===== config.mk =====
export PLATFORM = sky130hd
export DESIGN_NAME = if_id_hazard_ctrl
export DESIGN_NICKNAME = d
export VERILOG_FILES = /design/src/rtl/if_id_hazard_ctrl.sv
export SDC_FILE = /design/constraint.sdc
export NUM_CORES = 1
export LEC_CHECK = 0
export CAP_MARGIN = 25
export CORE_MARGIN = 5
export CORE_UTILIZATION = 45
export DETAILED_ROUTE_END_ITERATION = 8
export GPL_TIMING_DRIVEN = 0
export MAX_ROUTING_LAYER = met4
export PLACE_DENSITY = 0.73
export SLEW_MARGIN = 20
export SYNTH_ARGS = -nofsm -noshare
export SYNTH_HDL_FRONTEND = slang
export SYNTH_SLANG_ARGS = --single-unit

===== constraint.sdc =====
create_clock -name clk -period 1.8 [get_ports clk]
set_input_delay 0.27 -clock clk [delete_from_list [all_inputs] [get_ports clk]]
set_output_delay 0.27 -clock clk [all_outputs]
set_load 0.1 [all_outputs]

===== src/rtl/if_id_hazard_ctrl.sv =====
// rtl/if_id_hazard_ctrl.sv - IF/ID hazard, redirect-flush and fetch-wait sequencer with perf counters
module if_id_hazard_ctrl #(
    parameter int REG_ADDR_W   = 5,
    parameter int CNT_W        = 16,
    parameter int FLUSH_CYCLES = 1,
    parameter int MAX_WAIT     = 64
) (
    input  logic                  clk,
    input  logic                  reset,
    input  logic [REG_ADDR_W-1:0] rs1_ID,
    input  logic [REG_ADDR_W-1:0] rs2_ID,
    input  logic                  rs1_used_ID,
    input  logic                  rs2_used_ID,
    input  logic [REG_ADDR_W-1:0] rd_EX,
    input  logic                  mem_read_EX,
    input  logic                  YAGS_conflict,
    input  logic                  jump_instruction_EX,
    input  logic                  imem_ready,
    input  logic                  perf_clear,
    output logic                  PC_write_en,
    output logic                  IF_ID_reg_write_en,
    output logic                  IF_ID_flush,
    output logic                  ID_EX_bubble,
    output logic [1:0]            state_o,
    output logic [CNT_W-1:0]      stall_cnt,
    output logic [CNT_W-1:0]      flush_cnt,
    output logic [CNT_W-1:0]      load_use_cnt,
    output logic                  timeout_err
);

    localparam int WAIT_W = $clog2(MAX_WAIT + 1);

    typedef enum logic [1:0] {
        ST_RUN   = 2'd0,
        ST_FLUSH = 2'd1,
        ST_WAIT  = 2'd2
    } state_t;

    state_t              state_q, state_d;
    logic [2:0]          fl_cnt_q, fl_cnt_d;
    logic [WAIT_W-1:0]   wait_cnt_q, wait_cnt_d;
    logic [CNT_W-1:0]    stall_cnt_q, stall_cnt_d;
    logic [CNT_W-1:0]    flush_cnt_q, flush_cnt_d;
    logic [CNT_W-1:0]    load_use_cnt_q, load_use_cnt_d;
    logic                timeout_err_q, timeout_err_d;

    logic redirect;
    logic lu_hazard;
    logic pc_we_c, ifid_we_c, ifid_flush_c, bubble_c, lu_event;

    assign redirect  = YAGS_conflict | jump_instruction_EX;
    assign lu_hazard = mem_read_EX && (rd_EX != '0) &&
                       ((rs1_used_ID && (rs1_ID == rd_EX)) ||
                        (rs2_used_ID && (rs2_ID == rd_EX)));

    always_comb begin
        state_d      = state_q;
        fl_cnt_d     = fl_cnt_q;
        wait_cnt_d   = '0;
        pc_we_c      = 1'b0;
        ifid_we_c    = 1'b0;
        ifid_flush_c = 1'b0;
        bubble_c     = 1'b0;
        lu_event     = 1'b0;
        if (redirect) begin
            // PC loads the target now; wrong-path slots are squashed afterwards
            pc_we_c      = 1'b1;
            ifid_flush_c = 1'b1;
            bubble_c     = 1'b1;
            fl_cnt_d     = 3'(FLUSH_CYCLES);
            state_d      = (FLUSH_CYCLES == 0) ? ST_RUN : ST_FLUSH;
        end else begin
            case (state_q)
                ST_FLUSH: begin
                    pc_we_c      = 1'b1;
                    ifid_flush_c = 1'b1;
                    bubble_c     = 1'b1;
                    if (fl_cnt_q <= 3'd1) begin
                        state_d  = ST_RUN;
                        fl_cnt_d = 3'd0;
                    end else begin
                        fl_cnt_d = fl_cnt_q - 3'd1;
                    end
                end
                ST_RUN, ST_WAIT: begin
                    if (lu_hazard && (state_q == ST_RUN)) begin
                        bubble_c = 1'b1;
                        lu_event = 1'b1;
                        state_d  = ST_RUN;
                    end else if (!imem_ready) begin
                        ifid_flush_c = 1'b1;
                        state_d      = ST_WAIT;
                        wait_cnt_d   = (wait_cnt_q == WAIT_W'(MAX_WAIT)) ?
                                       wait_cnt_q : wait_cnt_q + 1'b1;
                    end else begin
                        pc_we_c   = 1'b1;
                        ifid_we_c = 1'b1;
                        state_d   = ST_RUN;
                    end
                end
                default: begin
                    ifid_flush_c = 1'b1;
                    bubble_c     = 1'b1;
                    state_d      = ST_RUN;
                    fl_cnt_d     = 3'd0;
                end
            endcase
        end
    end

    // Front end is frozen and squashed for as long as reset is held
    assign PC_write_en        = reset & pc_we_c;
    assign IF_ID_reg_write_en = reset & ifid_we_c;
    assign IF_ID_flush        = ~reset | ifid_flush_c;
    assign ID_EX_bubble       = ~reset | bubble_c;

    always_comb begin
        stall_cnt_d    = stall_cnt_q;
        flush_cnt_d    = flush_cnt_q;
        load_use_cnt_d = load_use_cnt_q;
        timeout_err_d  = timeout_err_q | (wait_cnt_d == WAIT_W'(MAX_WAIT));
        if (perf_clear) begin
            stall_cnt_d    = '0;
            flush_cnt_d    = '0;
            load_use_cnt_d = '0;
        end else begin
            if (!PC_write_en && (stall_cnt_q != '1))
                stall_cnt_d = stall_cnt_q + 1'b1;
            if (redirect && (flush_cnt_q != '1))
                flush_cnt_d = flush_cnt_q + 1'b1;
            if (lu_event && (load_use_cnt_q != '1))
                load_use_cnt_d = load_use_cnt_q + 1'b1;
        end
    end

    always_ff @(posedge clk or negedge reset) begin
        if (!reset) begin
            state_q        <= ST_RUN;
            fl_cnt_q       <= 3'd0;
            wait_cnt_q     <= '0;
            stall_cnt_q    <= '0;
            flush_cnt_q    <= '0;
            load_use_cnt_q <= '0;
            timeout_err_q  <= 1'b0;
        end else begin
            state_q        <= state_d;
            fl_cnt_q       <= fl_cnt_d;
            wait_cnt_q     <= wait_cnt_d;
            stall_cnt_q    <= stall_cnt_d;
            flush_cnt_q    <= flush_cnt_d;
            load_use_cnt_q <= load_use_cnt_d;
            timeout_err_q  <= timeout_err_d;
        end
    end

    assign state_o      = state_q;
    assign stall_cnt    = stall_cnt_q;
    assign flush_cnt    = flush_cnt_q;
    assign load_use_cnt = load_use_cnt_q;
    assign timeout_err  = timeout_err_q;

endmodule

==> out/summary.txt <==
crit-path max cell delay - 0.47 ns
CTS sink cnt - 61
Top Family by Delay on Critical Path - buffers and inverters
die footprint - 0.00954 mm^2
placed insts - 552
EDFF count, synth - 0
DRC - 0
number of global-route vias before repair - 3574
Max VDD drop - 407 uV
# H-tree levels - 3
max_slew headroom - 0.627
post-synthesis net count - 402
Slew @ Worst Pin - 0.553 ns
Static Leak - 0.00219 uW
failing checks - negative setup slack
run status - finished with violations
CP Max Fanout - 4
Placer Congestion - 0.920
initial antenna violation count - 0
Final Non-Filler Cells - 614
reg2reg path depth - 7
Synth Area in XOR/XNOR - 0.124
Final min period - 2.07 ns
Skew-Pair Late Insertion Delay - 0.35 ns
number of cells on the critical path - 7
Layout Nets - 538
Die Ht - 97.7 um
drt wl/cell - 19.0 um
CTS Buffer Depth - 2
port buffer count - 78
top cell type's share of synthesized area - 0.441
HPWL Detailed - 6.58 mm
Post-DRT Antenna Nets - 0
Synth Area in Simple Gates - 0.268
total number of vias - 3490
TritonRoute pass-1 iters - 4
pin count of the biggest net entering global routing - 39
power density over the cells - 570 mW/mm^2
instance count of the mapped netlist - 371
CP Capture Type - output port
Core Rows - 32
synth cell count leaders - dfrtp_1, nor2_1, xor2_1
Req. time, crit path - 1.53 ns
post-synthesis compound-gate area fraction - 0.0930
Switching Share - 0.278
layout cells sized above 1 - 0.475
critical path startpoint - rs2_ID[2]
RSZ-0062 raised after global routing - yes
clk_skew - 0.0105 ns
R2R Setup Slk - -0.25 ns
worst r2r src - state_o[0]
I/O Pins - 79
Synth area leaders - dfrtp_1, xor2_1, nor2_1, xnor2_1, nand3_1
Root Driver - clkbuf_8
sequential group share of total power - 0.439
Arr. time, crit path - 1.80 ns
core box area - 0.00761 mm^2
Setup WS pre-CTS - -1.70 ns
mux cell area share after synthesis - 0.0213
critical path class - in2out
crit path buf inv count - 2
fmax - 0.484 GHz
Adder-Cell Fraction of Synth Area - 0.0253
Tcrit/Tclk final - 1.15
Congestion Overflow GR - 0
register area share after synthesis - 0.441
violation count after the first detailed-route iteration - 174
vias per cell - 5.68
Reg clk slew, reported paths - 0.06 ns
Mean Syn Cell Area - 9.32 um^2
TritonCTS buffer count - 9
Critical Path End - ID_EX_bubble
Area Overhead vs Synth - 64.0%
Post-Syn Area - 0.00346 mm^2
final hold vios - 0
final setup margin - -0.267 ns
combinational fraction of design power - 0.155
final WL - 11.7 mm
crit path cell chain - clkdlybuf4s50_1 > xnor2_1 > nand2_1 > o22ai_4 > nor2b_4 > nand3b_1 > buf_12
Net Switching - 898 uW
largest family of logic cells by synthesized area - simple AND/OR/NAND/NOR gates
Synthesis Warnings - 0
Total GRT Usage - 0.239
nature of the critical path startpoint - primary input
Synth Flop Type - dfrtp_1
reg2reg end - stall_cnt[15]
post-synthesis async set-or-reset flop share - 1.00
internal power - 2330 uW
# diodes - 0
post-layout util - 0.745
Initial Util - 0.455
Slew Limit Fails - 0
Unique masters post-synth - 46
Max Cap Viol - 0
first-pass GRT wire length - 17.9 mm
CTS tree - done
setup violators final - 35
Hold Crit Class - in2async
Synth area leader - dfrtp_1
Die Width - 97.7 um
Worst path slowest cell - clkdlybuf4s50_1
most common cell in the netlist - dfrtp_1
Seq cells post-synth - 61
Clock Power Share - 0.406
-- power by group through the flow --
| stage | combinational [uW] | sequential, uW | clock [uW] |
|---|---|---|---|
| 5_1_grt | 531 | 1420 | 1390 |
| 4_1_cts | 473 | 1420 | 1310 |
| 3_3_place_gp | 401 | 1450 | 0 |
| 6_report | 501 | 1420 | 1310 |
| 2_1_floorplan | 145 | 1550 | 0 |
| 3_5_place_dp | 414 | 1450 | 0 |
-- cells by family (layout without fill, tap and decap cells) --
kind of cell | Yosys count | count (layout)
xor+xnor | 49 | 49
simple gates | 181 | 181
fa+ha+maj | 7 | 7
compound gates | 44 | 44
mux | 7 | 7
flops | 61 | 61
buf+inv | 22 | 163
-- state kept, by name, indices dropped and copies added (netlist names) --
signal        flops
stall_cnt        16
wait_cnt_q        7
flush_cnt        16
state_o           2
fl_cnt_q          3
timeout_err       1
load_use_cnt     16
-- through the flow --
step	hold WS [ns]	total power (uW)	setup TNS [ns]	area (um^2)
3_5_place_dp	0.200	1860	-44.06	4660
2_1_floorplan	-0.0256	1690	-7.75	3730
4_1_cts	0.0225	3200	-3.01	5470
5_1_grt	0.0192	3350	-7.57	5670
3_3_place_gp	0.444	1850	-209.72	4640
6_report	0.0148	3230	-5.31	5670
-- routing by layer --
layer  vias to the layer above  part of all wire  global-route usage
met5                         -                 0                   -
met4                         0             0.022               0.100
met3                        28             0.048              0.0459
met2                       136              0.51               0.399
met1                      1736              0.42               0.283
li1                       1590                 -                   -
-- layout by cell type (no fill, tap or decap), types with 4 or more instances in the layout --
| master | instances |
|---|---|
| a21oi_1 | 5 |
| a21oi_2 | 5 |
| and3_1 | 5 |
| and4_1 | 5 |
| buf_12 | 7 |
| buf_4 | 37 |
| buf_6 | 13 |
| clkbuf_1 | 6 |
| clkbuf_8 | 12 |
| clkdlybuf4s15_2 | 51 |
| clkdlybuf4s50_1 | 8 |
| dfrtp_1 | 11 |
| dfrtp_2 | 10 |
| dfrtp_4 | 40 |
| dlygate4sd2_1 | 9 |
| ha_1 | 4 |
| inv_1 | 10 |
| mux2i_1 | 4 |
| nand2_1 | 21 |
| nand3_1 | 14 |
| nand3_2 | 7 |
| nand3_4 | 4 |
| nand4_1 | 19 |
| nor2_1 | 55 |
| nor2b_1 | 4 |
| nor3_1 | 7 |
| nor3_4 | 5 |
| o211ai_1 | 5 |
| o21ai_0 | 8 |
| xnor2_1 | 22 |
| xor2_1 | 26 |
-- worst min-delay path by stage --
stage | slack [ns] | to | startpoint | depth (start not counted)
5_1_grt | 0.02 | flush_cnt[8] | reset | 3
3_5_place_dp | 0.20 | flush_cnt[6] | reset | 1
3_3_place_gp | 0.44 | timeout_err | timeout_err | 2
2_1_floorplan | -0.03 | fl_cnt_q[0] | reset | 0
6_report | 0.01 | flush_cnt[8] | reset | 3
4_1_cts | 0.02 | flush_cnt[9] | reset | 3
-- tightest hold or removal path, delay by kind of cell --
family	cells	cell delay [ns]
buffers and inverters	3	0.45
-- repair_timing --
item / CTS / global route
buffers inserted: 37 / 10
endpoints found under the hold margin: 23 / 0
hold buffers: 2 / 0
gates resized for setup: 259 / 40
endpoints found under the setup margin: 96 / 40
pin swaps: 41 / 17
-- area by class of cell --
cell class | instances | area (um^2)
repair buffers | 128 | 1330
clock inverters | 1 | 30.0
plain buffers | 7 | 36.3
inverters | 12 | 45.0
clock buffers | 15 | 176
well taps | 102 | 128
fillers | 502 | 1940
multi-input cells | 288 | 2240
flip-flops and latches | 61 | 1690
(Power assumes the default switching activity.)
==> patch (config.mk and constraints unchanged) <==
Change the parameter `CNT_W` from 16 to 12.
--- a/src/rtl/if_id_hazard_ctrl.sv
+++ b/src/rtl/if_id_hazard_ctrl.sv
@@ -1,7 +1,7 @@
 // rtl/if_id_hazard_ctrl.sv - IF/ID hazard, redirect-flush and fetch-wait sequencer with perf counters
 module if_id_hazard_ctrl #(
     parameter int REG_ADDR_W   = 5,
-    parameter int CNT_W        = 16,
+    parameter int CNT_W        = 12,
     parameter int FLUSH_CYCLES = 1,
     parameter int MAX_WAIT     = 64
 ) (
Interface: changed (resized flush_cnt, load_use_cnt and stall_cnt); port bits go from 79 to 67. No check against the original RTL was run, so the function may have changed too.
==> patch against the unedited design <==
  * Die area down 19%
  * Wire length down 34%
  * Sequential power down 20%
  * Clock power down 26%
  * Worst setup slack worse by 0.091 ns
  * Utilization down 0.53 points
  * Final area down 23%
  * Synthesized cell count down 18%
  * Sequential cell count down 12
  * Register-to-register slack worse by 0.11 ns
  * Area after synthesis down 21%
  * Highest routed layer unchanged
  * Clock skew up 0.0031 ns
  * Combinational power down 5.0%
  * Critical endpoint is now load_use_cnt[4]
  * The run ends with negative hold slack, negative setup slack left
  * Total power down 20%
==> patch: results (changes against the unedited design) <==
----------------------------------------------------
[GRT]
  Global-route wire length before repair ... 12000 um (-33%)
  Number of global-route vias before repair ... 2541 (-29%)
  Pin count of the biggest net entering global routing ... 54 (+38%)
  Total GRT Usage ... 19.9% (-4.0 points)

[Power]
  Max IR drop VDD ... 0.401 mV (-1.7%)
  Total chip power ... 2.59 mW (-20%)
  LEAKAGE ... 1.63 nW (-26%)

[STA]
  Hold Fails Final Rpt ... 49 (+49)
  Slew at the pin closest to its max-slew limit ... 0.959 ns (+0.405 ns)
  Setup-violating endpoint count in the final report ... 28 (-20%)
  Final-layout worst hold slack ... -0.0984 ns (-0.113 ns)
  Final worst-path setup slack ... -0.358 ns (-0.0911 ns)
  Setup TNS Final ... -5.02 ns (+0.293 ns)

[Critical path]
  Data arrival time of the critical path ... 2.40 ns (+0.60 ns)
  Master of the slowest instance on the critical path ... sky130_fd_sc_hd__dfrtp_4
  Crit Path Max Fanout ... 5 (+1)
  Critical path capture point ... load_use_cnt[4]

[Logic synthesis]
  Mapped Area ... 2750 um^2 (-21%)
  Post-synthesis cell type count ... 43 (-6.5%)
  Commonest cells in the netlist ... sky130_fd_sc_hd__dfrtp_1, sky130_fd_sc_hd__nor2_1, sky130_fd_sc_hd__a21oi_1
  Compound-gate portion of the synthesized area ... 14.8% (+5.5 points)
  Register area share after synthesis ... 44.6% (+0.51 points)
  Share of cell area taken by muxes after synthesis ... 2.23% (+0.098 points)

[Detailed routing]
  Count of vias placed by the detailed router ... 2684 (-23%)
  Drt first-iter violations ... 96 (-45%)

[Layout]
  Area used by sequential logic in the layout ... 1320 um^2 (-22%)
  Filler cell count in the final layout ... 437 (-13%)
  Number of non-clock inverters in the layout ... 11 (-1)
  Number of combinational gates with multiple inputs ... 233 (-19%)
  NonClk Buf Share ... 24.0% (about the same)
  Total number of sequential cells ... 49 (-20%)

[Clock network]
  Total number of H-tree levels ... 2 (-1)
  CTS clk-pin slew, worst paths ... 0.10 ns (+0.04 ns)
  Resized cells post-CTS ... 198 (-24%)
  Number of buffers created by CTS ... 5 (-4)

[Placed design]
  PortBufs ... 65 (-17%)
  Post-Place Setup Slack ... -1.52 ns (+0.176 ns)
  HPWL after detailed placement ... 4810 um (-27%)

[Run status]
  Status ... complete, but fails checks
  Violations in the final reports ... negative hold slack, negative setup slack

----------------------------------------------------
patch: cell count changes in the layout (fill, tap and decap cells not counted), moves of 12 or more:
cell                              unedited run  this run
sky130_fd_sc_hd__xor2_1                     26         5
sky130_fd_sc_hd__nor2_1                     55        25
sky130_fd_sc_hd__dfrtp_4                    40        20
sky130_fd_sc_hd__or3_1                       3        15
sky130_fd_sc_hd__nand4_1                    19         5
sky130_fd_sc_hd__clkdlybuf4s15_2            51        37
sky130_fd_sc_hd__a21oi_1                     5        20
patch: routing by layer:
layer | track usage, % | vias to the layer above | wire length, um
met2 | 33.5 | 55 | 4100
met3 | 3.29 | 9 | 267
met4 | 4.81 | 0 | 100
met1 | 25.1 | 1321 | 3280
met5 | - | - | 0
li1 | - | 1299 | -
patch: report_power, final:
group,total (mW),internal [mW],switching (mW)
logic,0.476,0.185,0.291
registers,1.14,1.12,0.0203
clock network,0.966,0.560,0.406
